<file path="src/rtl/dist_minmax_engine.sv">
// Min/max absolute pairwise distance over 32 signed 16-bit operands read from byte memory.
// Optional build macro DIST_IDX_EN adds pair-index tracking and writes bytes 70..73.
module dist_minmax_engine (
  input  logic        clk,
  input  logic        reset,
  input  logic        start,
  output logic        done,
  output logic [7:0]  mem_addr,
  input  logic [7:0]  mem_rd_data,
  output logic        mem_wr_en,
  output logic [7:0]  mem_wr_data,
  output logic [15:0] min_dist,
  output logic [15:0] max_dist
);

`ifdef DIST_IDX_EN
  localparam logic [2:0] LAST_WR = 3'd7;
`else
  localparam logic [2:0] LAST_WR = 3'd3;
`endif

  typedef enum logic [2:0] {IDLE, LOAD, SCAN, WRITE, DONE} state_t;

  state_t      r_state, w_state_nxt;
  logic        r_armed, r_done, r_wr_en;
  logic [7:0]  r_addr, r_wr_data, r_hi;
  logic [4:0]  r_j, r_k;
  logic [2:0]  r_wcnt;
  logic [15:0] r_min, r_max;
  logic [15:0] r_ops [32];
  logic [16:0] w_diff;
  logic [15:0] w_dist, w_min_nxt, w_max_nxt;
  logic        w_min_upd, w_max_upd, w_scan_last;
  logic [7:0]  w_bytes [8];
`ifdef DIST_IDX_EN
  logic [4:0]  r_min_j, r_min_k, r_max_j, r_max_k;
  logic [4:0]  w_min_j_nxt, w_min_k_nxt, w_max_j_nxt, w_max_k_nxt;
`endif

  assign done        = r_done;
  assign mem_addr    = r_addr;
  assign mem_wr_en   = r_wr_en;
  assign mem_wr_data = r_wr_data;
  assign min_dist    = r_min;
  assign max_dist    = r_max;

  // 17-bit difference cannot overflow; |diff| <= 65535 so the low 16 bits of the negation are exact.
  assign w_diff      = {r_ops[r_j][15], r_ops[r_j]} - {r_ops[r_k][15], r_ops[r_k]};
  assign w_dist      = w_diff[16] ? (~w_diff[15:0] + 16'd1) : w_diff[15:0];
  assign w_min_upd   = (r_state == SCAN) && (w_dist < r_min);
  assign w_max_upd   = (r_state == SCAN) && (w_dist > r_max);
  assign w_min_nxt   = w_min_upd ? w_dist : r_min;
  assign w_max_nxt   = w_max_upd ? w_dist : r_max;
  assign w_scan_last = (r_j == 5'd30) && (r_k == 5'd31);
`ifdef DIST_IDX_EN
  assign w_min_j_nxt = w_min_upd ? r_j : r_min_j;
  assign w_min_k_nxt = w_min_upd ? r_k : r_min_k;
  assign w_max_j_nxt = w_max_upd ? r_j : r_max_j;
  assign w_max_k_nxt = w_max_upd ? r_k : r_max_k;
`endif

  // Result bytes in write order; built from next values so the final pair is included.
  always_comb begin
    w_bytes[0] = w_min_nxt[15:8];
    w_bytes[1] = w_min_nxt[7:0];
    w_bytes[2] = w_max_nxt[15:8];
    w_bytes[3] = w_max_nxt[7:0];
`ifdef DIST_IDX_EN
    w_bytes[4] = {3'd0, w_min_j_nxt};
    w_bytes[5] = {3'd0, w_min_k_nxt};
    w_bytes[6] = {3'd0, w_max_j_nxt};
    w_bytes[7] = {3'd0, w_max_k_nxt};
`else
    w_bytes[4] = 8'd0;
    w_bytes[5] = 8'd0;
    w_bytes[6] = 8'd0;
    w_bytes[7] = 8'd0;
`endif
  end

  always_ff @(posedge clk or posedge reset) begin
    if (reset) r_state <= IDLE;
    else       r_state <= w_state_nxt;
  end

  always_comb begin
    w_state_nxt = r_state;
    case (r_state)
      IDLE:    if (!start && r_armed)       w_state_nxt = LOAD;  else w_state_nxt = IDLE;
      LOAD:    if (r_addr == 8'd63)         w_state_nxt = SCAN;  else w_state_nxt = LOAD;
      SCAN:    if (w_scan_last)             w_state_nxt = WRITE; else w_state_nxt = SCAN;
      WRITE:   if (r_wcnt == LAST_WR)       w_state_nxt = DONE;  else w_state_nxt = WRITE;
      DONE:    if (start)                   w_state_nxt = IDLE;  else w_state_nxt = DONE;
      default: w_state_nxt = IDLE;
    endcase
  end

  // Datapath: operand load, pair scan, result write-back and handshake outputs.
  always_ff @(posedge clk or posedge reset) begin
    if (reset) begin
      r_armed   <= 1'b0;
      r_done    <= 1'b0;
      r_wr_en   <= 1'b0;
      r_addr    <= 8'd0;
      r_wr_data <= 8'd0;
      r_hi      <= 8'd0;
      r_j       <= 5'd0;
      r_k       <= 5'd1;
      r_wcnt    <= 3'd0;
      r_min     <= 16'hFFFF;
      r_max     <= 16'd0;
      for (int i = 0; i < 32; i++) r_ops[i] <= 16'd0;
`ifdef DIST_IDX_EN
      r_min_j <= 5'd0; r_min_k <= 5'd0; r_max_j <= 5'd0; r_max_k <= 5'd0;
`endif
    end else begin
      r_min  <= w_min_nxt;
      r_max  <= w_max_nxt;
      r_done <= 1'b0;
`ifdef DIST_IDX_EN
      r_min_j <= w_min_j_nxt; r_min_k <= w_min_k_nxt;
      r_max_j <= w_max_j_nxt; r_max_k <= w_max_k_nxt;
`endif
      case (r_state)
        IDLE: begin
          if (start) begin
            r_armed <= 1'b1;
          end else if (r_armed) begin
            r_armed <= 1'b0;
            r_addr  <= 8'd0;
            r_min   <= 16'hFFFF;
            r_max   <= 16'd0;
`ifdef DIST_IDX_EN
            r_min_j <= 5'd0; r_min_k <= 5'd0; r_max_j <= 5'd0; r_max_k <= 5'd0;
`endif
          end
        end
        LOAD: begin
          if (!r_addr[0]) r_hi <= mem_rd_data;
          else            r_ops[r_addr[5:1]] <= {r_hi, mem_rd_data};
          if (r_addr == 8'd63) begin
            r_addr <= 8'd0;
            r_j    <= 5'd0;
            r_k    <= 5'd1;
          end else begin
            r_addr <= r_addr + 8'd1;
          end
        end
        SCAN: begin
          if (w_scan_last) begin
            r_addr    <= 8'd66;
            r_wr_en   <= 1'b1;
            r_wr_data <= w_bytes[0];
            r_wcnt    <= 3'd0;
          end else if (r_k == 5'd31) begin
            r_j <= r_j + 5'd1;
            r_k <= r_j + 5'd2;
          end else begin
            r_k <= r_k + 5'd1;
          end
        end
        WRITE: begin
          if (r_wcnt == LAST_WR) begin
            r_wr_en   <= 1'b0;
            r_wr_data <= 8'd0;
            r_addr    <= 8'd0;
          end else begin
            r_wcnt    <= r_wcnt + 3'd1;
            r_addr    <= r_addr + 8'd1;
            r_wr_data <= w_bytes[r_wcnt + 3'd1];
          end
        end
        DONE: begin
          r_done <= !start;
          if (start) r_armed <= 1'b1;
        end
        default: r_armed <= 1'b0;
      endcase
    end
  end

endmodule

</file>
<file path="config.mk">
export PLATFORM = sky130hd
export DESIGN_NAME = dist_minmax_engine
export DESIGN_NICKNAME = d
export VERILOG_FILES = /design/src/rtl/dist_minmax_engine.sv
export SDC_FILE = /design/constraint.sdc
export NUM_CORES = 1
export LEC_CHECK = 0
export CAP_MARGIN = 5
export CORE_UTILIZATION = 55
export CTS_CLUSTER_DIAMETER = 30
export DETAILED_ROUTE_END_ITERATION = 8
export PLACE_DENSITY = 0.8
export REMOVE_ABC_BUFFERS = 1
export SETUP_SLACK_MARGIN = 0.4
export SYNTH_ARGS = -nofsm -noshare
export SYNTH_HDL_FRONTEND = slang
export SYNTH_SLANG_ARGS = --single-unit
</file>
<file path="constraint.sdc">
create_clock -name clk -period 23.2 [get_ports clk]
set_clock_uncertainty 0.1 [all_clocks]
set_input_delay 5.8 -clock clk [delete_from_list [all_inputs] [get_ports clk]]
set_output_delay 5.8 -clock clk [all_outputs]
set_load 0.02 [all_outputs]
</file>
==> flow_metrics.py, run 1 <==
metrics = {
    "outcome": {
        "status": "finished clean",
    },
    "grt": {
        "antenna_found_initial": 0,
        "grt.overflow.total": 0,
        "grt_max_degree": 104,
        "grt.total_usage_pct": 34.0,
        "grt_pass1_vias": 25900,
        "grt_pass1_wl_um": 159000,
    },
    "clock_tree": {
        "clk_path_buf_depth": 3,
        "clock_latency_ns": 0.72,
        "cts_hold_buf": 0,
        "cts_tree": "yes",
        "cts.sinks": 587,
        "cts_htree_levels": 3,
        "cts_inserted_buffers": 121,
        "clockRootBuffer": "clkbuf_16",
        "clk_pin_slew_ns": 0.05,
        "cts.repair.resized": 0,
        "postCtsSetupBuffers": 0,
    },
    "floorplan": {
        "rows": 89,
        "boundaryPins": 61,
        "die-width_um": 248,
        "die_h_um": 248,
        "initial_core_util_pct": 56.2,
        "core_area_sq_um": 59500,
        "die_area_sq_um": 61700,
    },
    "setup_path": {
        "cp-start-kind": "flop",
        "endpoint_kind": "flop",
        "cp_slowest_cell": "dfrtp_4",
        "path_class": "flop to flop",
        "required_ns": 23.65,
        "reg2reg_slack_ns": 13.72,
        "worstPathArrival_ns": 9.92,
        "cpPeakStageDelay_ns": 0.99,
        "path_delay_family": "compound AO/OA/AOI/OAI gates",
        "path_buf_inv": 4,
        "critPathMaxFanout": 83,
    },
    "timing": {
        "slew_headroom_pct": 7.08,
        "fin_crit_sh_pct": 40.8,
        "timing.fmax_mhz": 106,
        "tightestPinTransition_ns": 1.39,
        "tns_ns": 0,
        "fin_crit_ns": 9.48,
        "fin_hold_ws_ns": 0.388,
        "slew_violations": 0,
        "finalHoldViolations": 0,
        "setup_viol": 0,
        "rsz0062_at_grt": "no",
    },
    "detailed_routing": {
        "drt-pass1-iter-count": 7,
        "antenna_left": 0,
        "wl_per_cell_um": 29.2,
        "drtIter0Drc": 2647,
        "via_per_inst": 6.99,
        "drc": 0,
        "totalWireLength_um": 104000,
        "routed-via-count": 24900,
    },
    "layout": {
        "drive_gt1_share_pct": 38.4,
        "synthToLayoutAreaGrowth_pct": 16.7,
        "fill_cells": 4141,
        "nNetsFinal": 2746,
        "diodes": 0,
        "post_layout_nonfiller_instances": 3558,
    },
    "run": {
        "drv_cap": 0,
    },
    "power": {
        "p_sw_share_pct": 36.8,
        "p_leak_nw": 16.2,
        "clock_power_share_pct": 34.4,
        "peakVddDrop_v": 0.0000798,
        "power_switching_mw": 1.95,
        "combPwrFrac_pct": 36.4,
        "seqPwrFrac_pct": 29.2,
        "p_int_mw": 3.34,
        "power.density_nw_per_um2": 136,
    },
    "yosys": {
        "synth-edff-count": 0,
        "ys.flop_type": "dfrtp_1",
        "synth_seq_cells": 587,
        "yosysUniqueCellTypes": 89,
        "synthCells": 2663,
        "yosys_warnings": 0,
        "synth_area_sq_um": 33400,
        "synth_area_per_cell_sq_um": 12.5,
        "synthArstFlopShare_pct": 100,
        "yosysSeqAreaShare_pct": 44.0,
    },
    "placed_design": {
        "place_inst": 3328,
        "io_buffers": 60,
        "gp_congestion": 0.981,
        "dp_hpwl_um": 61100,
    },
    "hold_path": {
        "min_path_type": "flop to flop",
    },
}
power groups by stage:
stage                     clock network [mW]  registers, mW  logic (mW)
after global placement                     0           1.51        1.84
final                                   1.82           1.55        1.92
after detailed placement                   0           1.54        1.88
after floorplan                            0           1.47        1.37
after global routing                    1.88           1.58        2.09
after CTS                               1.83           1.53        1.90
cell families after synthesis:
kind of cell             count (synthesis)  synth area share (%)
buffers and inverters                  279                  3.31
XOR/XNOR                                20                 0.547
adder cells (fa/ha/maj)                 57                  2.16
flip-flops                             587                  44.0
AO/OA/AOI/OAI                          478                  9.47
AND/OR/NAND/NOR                        332                  4.76
multiplexers                           910                  35.7
layout make-up:
class,count,area (sq um),area share [%]
Clock buffer,152,3300,8.48
Clock inverter,78,1060,2.72
Sequential cell,587,14700,37.8
Timing Repair Buffer,116,1050,2.68
Inverter,55,214,0.549
Multi-Input combinational cell,1797,17600,45.3
Tap cell,773,967,2.48
final timing paths:
kind | cells past startpoint | from | endpoint
min in group asynchronous | 2 | reset | r_ops[0]
max | 27 | r_j[0] | mem_wr_data[5]
min | 2 | r_wcnt[2] | r_wcnt[2]
min reg2reg | 2 | r_wcnt[2] | r_wcnt[2]
max reg2reg | 27 | r_j[0] | mem_wr_data[5]
max in group asynchronous | 4 | reset | r_ops[270]
per-stage QoR:
| step | power (mW) | utilization (%) | area [sq um] | setup slack (ns) |
|---|---|---|---|---|
| floorplan | 2.83 | - | 32500 | 0.902 |
| finish | 5.29 | 65.5 | 39000 | 13.72 |
| global placement | 3.35 | 58.2 | 34600 | 13.97 |
| CTS | 5.26 | 65.5 | 39000 | 13.79 |
| global route | 5.55 | 65.5 | 39000 | 13.12 |
| detailed placement | 3.42 | 58.2 | 34600 | 13.89 |
registers in the layout, indices dropped and copies added (netlist names):
register,count
r_ops,512
r_k,5
r_wcnt,3
mem_wr_en,1
max_dist,16
done,1
r_armed,1
mem_addr,8
r_hi,8
r_j,5
r_state,3
min_dist,16
mem_wr_data,8
cells in the mapped netlist, drive strengths merged (13+ instances only):
cell type / number / area share [%]
nand3: 27 / 0.42
dfrtp: 570 / 43
mux2i: 187 / 5.6
o22ai: 46 / 0.86
nor2: 70 / 0.79
dfstp: 17 / 1.3
ha: 56 / 2.1
nand2: 134 / 1.5
a21o: 17 / 0.39
mux4: 170 / 11
o21ai: 112 / 1.7
a21oi: 128 / 1.9
inv: 55 / 0.62
a211oi: 29 / 0.67
buf: 61 / 0.77
mux2: 553 / 19
nor3: 21 / 0.34
clkbuf: 163 / 1.9
o221ai: 53 / 1.4
xnor2: 13 / 0.34
cells in the final DEF (no fill, tap or decap), types with 18 or more instances in the layout:
cell type          n
a21oi_1          127
nand3_1           26
nor2_1            64
buf_4             54
mux4_2           170
clkdlybuf4s50_1   60
mux2_2           553
o21ai_0          110
clkinv_2          28
inv_1             54
bufinv_16         19
clkbuf_16        121
ha_1              56
o221ai_1          53
o22ai_1           46
nor3_1            18
dfrtp_1          564
a211oi_1          28
nand2_1          134
mux2i_1          187
routing by layer:
metal / wire, um / share of wire [%] / GRT usage (%)
met5: 0 / 0 / 0
met4: 6700 / 6.4 / 21.8
met2: 47700 / 46 / 51.9
met3: 10300 / 9.9 / 8.90
met1: 39300 / 38 / 43.2
worst register-to-register path: stages, from the launching register on:
cell and delay, ns:
dfrtp_4 0.99, buf_4 0.70, buf_12 0.63, mux4_2 0.74
a21oi_1 0.15, o21ai_0 0.24, o31a_1 0.26, ha_1 0.46
and3_4 0.25, a221oi_4 0.42, o211a_1 0.28, nor3_1 0.08
or3b_2 0.50, o311ai_0 0.39, o41ai_1 0.16, nor3_2 0.38
inv_1 0.12, ha_1 0.31, nand4_1 0.12, nor2_1 0.17
o21ai_0 0.12, o221ai_1 0.28, and2_0 0.43, buf_4 0.31
nor2_1 0.07, a21oi_1 0.17, o22ai_1 0.10, or3b_1 0.37
No activity file was read; power rests on OpenSTA's default activity.
==> run 2: changes to the inputs <==
Settings changed: PLACE_DENSITY 0.8 to 0.78.
Clock period 23.2 ns to 9.8 ns, I/O delays scaled along.
==> run 2 against run 1 <==
Via count down 1.1%. Critical endpoint is now mem_wr_data[7]. Highest routed layer unchanged. Total power up 140%. Clock-buffer cell count down 9. Utilization up 0.38 points.
==> flow_metrics.py, run 2 (synthesized netlist as in run 1, its figures left out) <==
metrics = {
    "outcome": {
        "status": "finished clean",
    },
    "layout": {
        "final_common_cell": "dfrtp_1",
        "final_cell_mix": "dfrtp_1 (564), mux2_2 (553), mux2i_1 (187)",
        "diodes": 0,
        "regMostFlops": "r_ops",
        "synthToLayoutAreaGrowth_pct": 17.3,
        "largest_reg_flops": 512,
        "nNetsFinal": 2756,
        "drive_gt1_share_pct": 38.6,
        "post_layout_nonfiller_instances": 3561,
    },
    "timing": {
        "slew_violations": 0,
        "fin_crit_ns": 8.37,
        "rsz0062_at_grt": "no",
        "finalHoldViolations": 0,
        "slew_headroom_pct": 10.1,
        "fin_crit_sh_pct": 85.4,
        "timing.fmax_mhz": 120,
        "fin_hold_ws_ns": 0.384,
        "setup_viol": 0,
        "tightestPinTransition_ns": 1.35,
        "fin_ws_ns": 1.43,
    },
    "power": {
        "p_leak_nw": 16.3,
        "power.density_nw_per_um2": 327,
        "peakVddDrop_v": 0.000237,
    },
    "setup_path": {
        "path_class": "flop to flop",
        "cp-start-kind": "flop",
        "required_ns": 10.22,
        "worstPathArrival_ns": 8.79,
        "critPathMaxFanout": 48,
        "endpoint_kind": "flop",
    },
    "clock_tree": {
        "cts.sinks": 587,
        "cts_inserted_buffers": 119,
        "postCtsSetupBuffers": 0,
        "clk_path_buf_depth": 3,
        "cts_htree_levels": 3,
        "cts_hold_buf": 0,
        "cts_tree": "yes",
        "clk_pin_slew_ns": 0.05,
        "cts.repair.resized": 0,
        "clockRootBuffer": "clkbuf_16",
        "clock_latency_ns": 0.67,
    },
    "grt": {
        "grt.total_usage_pct": 33.7,
        "grt_pass1_vias": 25500,
        "grt_max_degree": 205,
        "antenna_found_initial": 1,
        "grt.overflow.total": 0,
        "grt_pass1_wl_um": 158000,
    },
    "detailed_routing": {
        "drt-pass1-iter-count": 5,
        "routed-via-count": 24600,
        "totalWireLength_um": 103000,
        "antenna_left": 0,
        "wl_per_cell_um": 29.1,
        "drc": 0,
        "drtIter0Drc": 2485,
        "via_per_inst": 6.91,
    },
    "floorplan": {
        "die_h_um": 248,
        "core_area_sq_um": 59500,
        "die_area_sq_um": 61700,
        "die-width_um": 248,
        "rows": 89,
        "boundaryPins": 61,
        "initial_core_util_pct": 56.2,
    },
    "placed_design": {
        "dpl_worst_slack_ns": 1.67,
        "gp_congestion": 0.977,
        "io_buffers": 60,
        "place_inst": 3340,
        "dp_hpwl_um": 63900,
    },
    "run": {
        "drv_cap": 0,
    },
    "hold_path": {
        "min_path_type": "flop to flop",
    },
}
## run 2: through the flow
stage | instance area, sq um | power, mW | utilization (%) | setup TNS [ns]
4_1_cts | 39200 | 12.8 | 65.9 | 0
2_1_floorplan | 32500 | 6.70 | - | -5366.87
6_report | 39200 | 12.8 | 65.9 | 0
5_1_grt | 39200 | 13.4 | 65.9 | 0
3_3_place_gp | 34800 | 8.16 | 58.5 | 0
3_5_place_dp | 34800 | 8.31 | 58.5 | 0
## run 2: worst paths after layout
path                       startpoint              to  slack, ns  cells after the start
hold reg to reg             mem_wr_en       mem_wr_en       0.38                      2
hold / removal              mem_wr_en       mem_wr_en       0.38                      2
min in group asynchronous       reset     mem_addr[4]       2.26                      2
max in group asynchronous       reset      r_ops[205]       5.67                      3
setup reg to reg               r_k[0]  mem_wr_data[7]       1.43                     27
setup / recovery               r_k[0]  mem_wr_data[7]       1.43                     27
## run 2: layer usage
layer	wire [um]	GRT usage, %	vias up
met3	8660	7.09	323
li1	-	-	10200
met2	48800	53.1	1331
met5	0	0	-
met4	5530	18.8	0
met1	40500	43.8	12700
## run 2: where the power goes
group          switching, mW  internal, mW
registers              0.670          3.01
clock network           1.35          3.06
logic                   2.63          2.10
## run 2: final cells by class
| type | instances | area, sq um |
|---|---|---|
| multi-input cells | 1797 | 17600 |
| repair buffers | 128 | 1240 |
| inverters | 55 | 214 |
| flip-flops and latches | 587 | 14700 |
| clock buffers | 143 | 3220 |
| clock inverters | 78 | 1190 |
| fillers | 4124 | 20300 |
| well taps | 773 | 967 |
## run 2: worst max-delay path, stage by stage, from the launching register on
cell	delay (ns)
dfstp_4	1.18
buf_4	0.36
mux2i_1	0.10
o221ai_1	0.27
o22ai_1	0.17
a211oi_1	0.55
a21oi_1	0.13
ha_1	0.38
a21o_2	0.27
a221oi_4	0.46
o211a_1	0.26
nor3_1	0.07
or3b_2	0.50
o311ai_0	0.33
o41ai_1	0.15
nor3_2	0.35
inv_1	0.11
ha_1	0.32
nand4_1	0.14
nor2_1	0.17
o21ai_0	0.10
o221ai_1	0.26
and2_0	0.59
buf_4	0.30
nor2_1	0.07
a211oi_1	0.22
a211o_1	0.14
o311ai_2	0.10
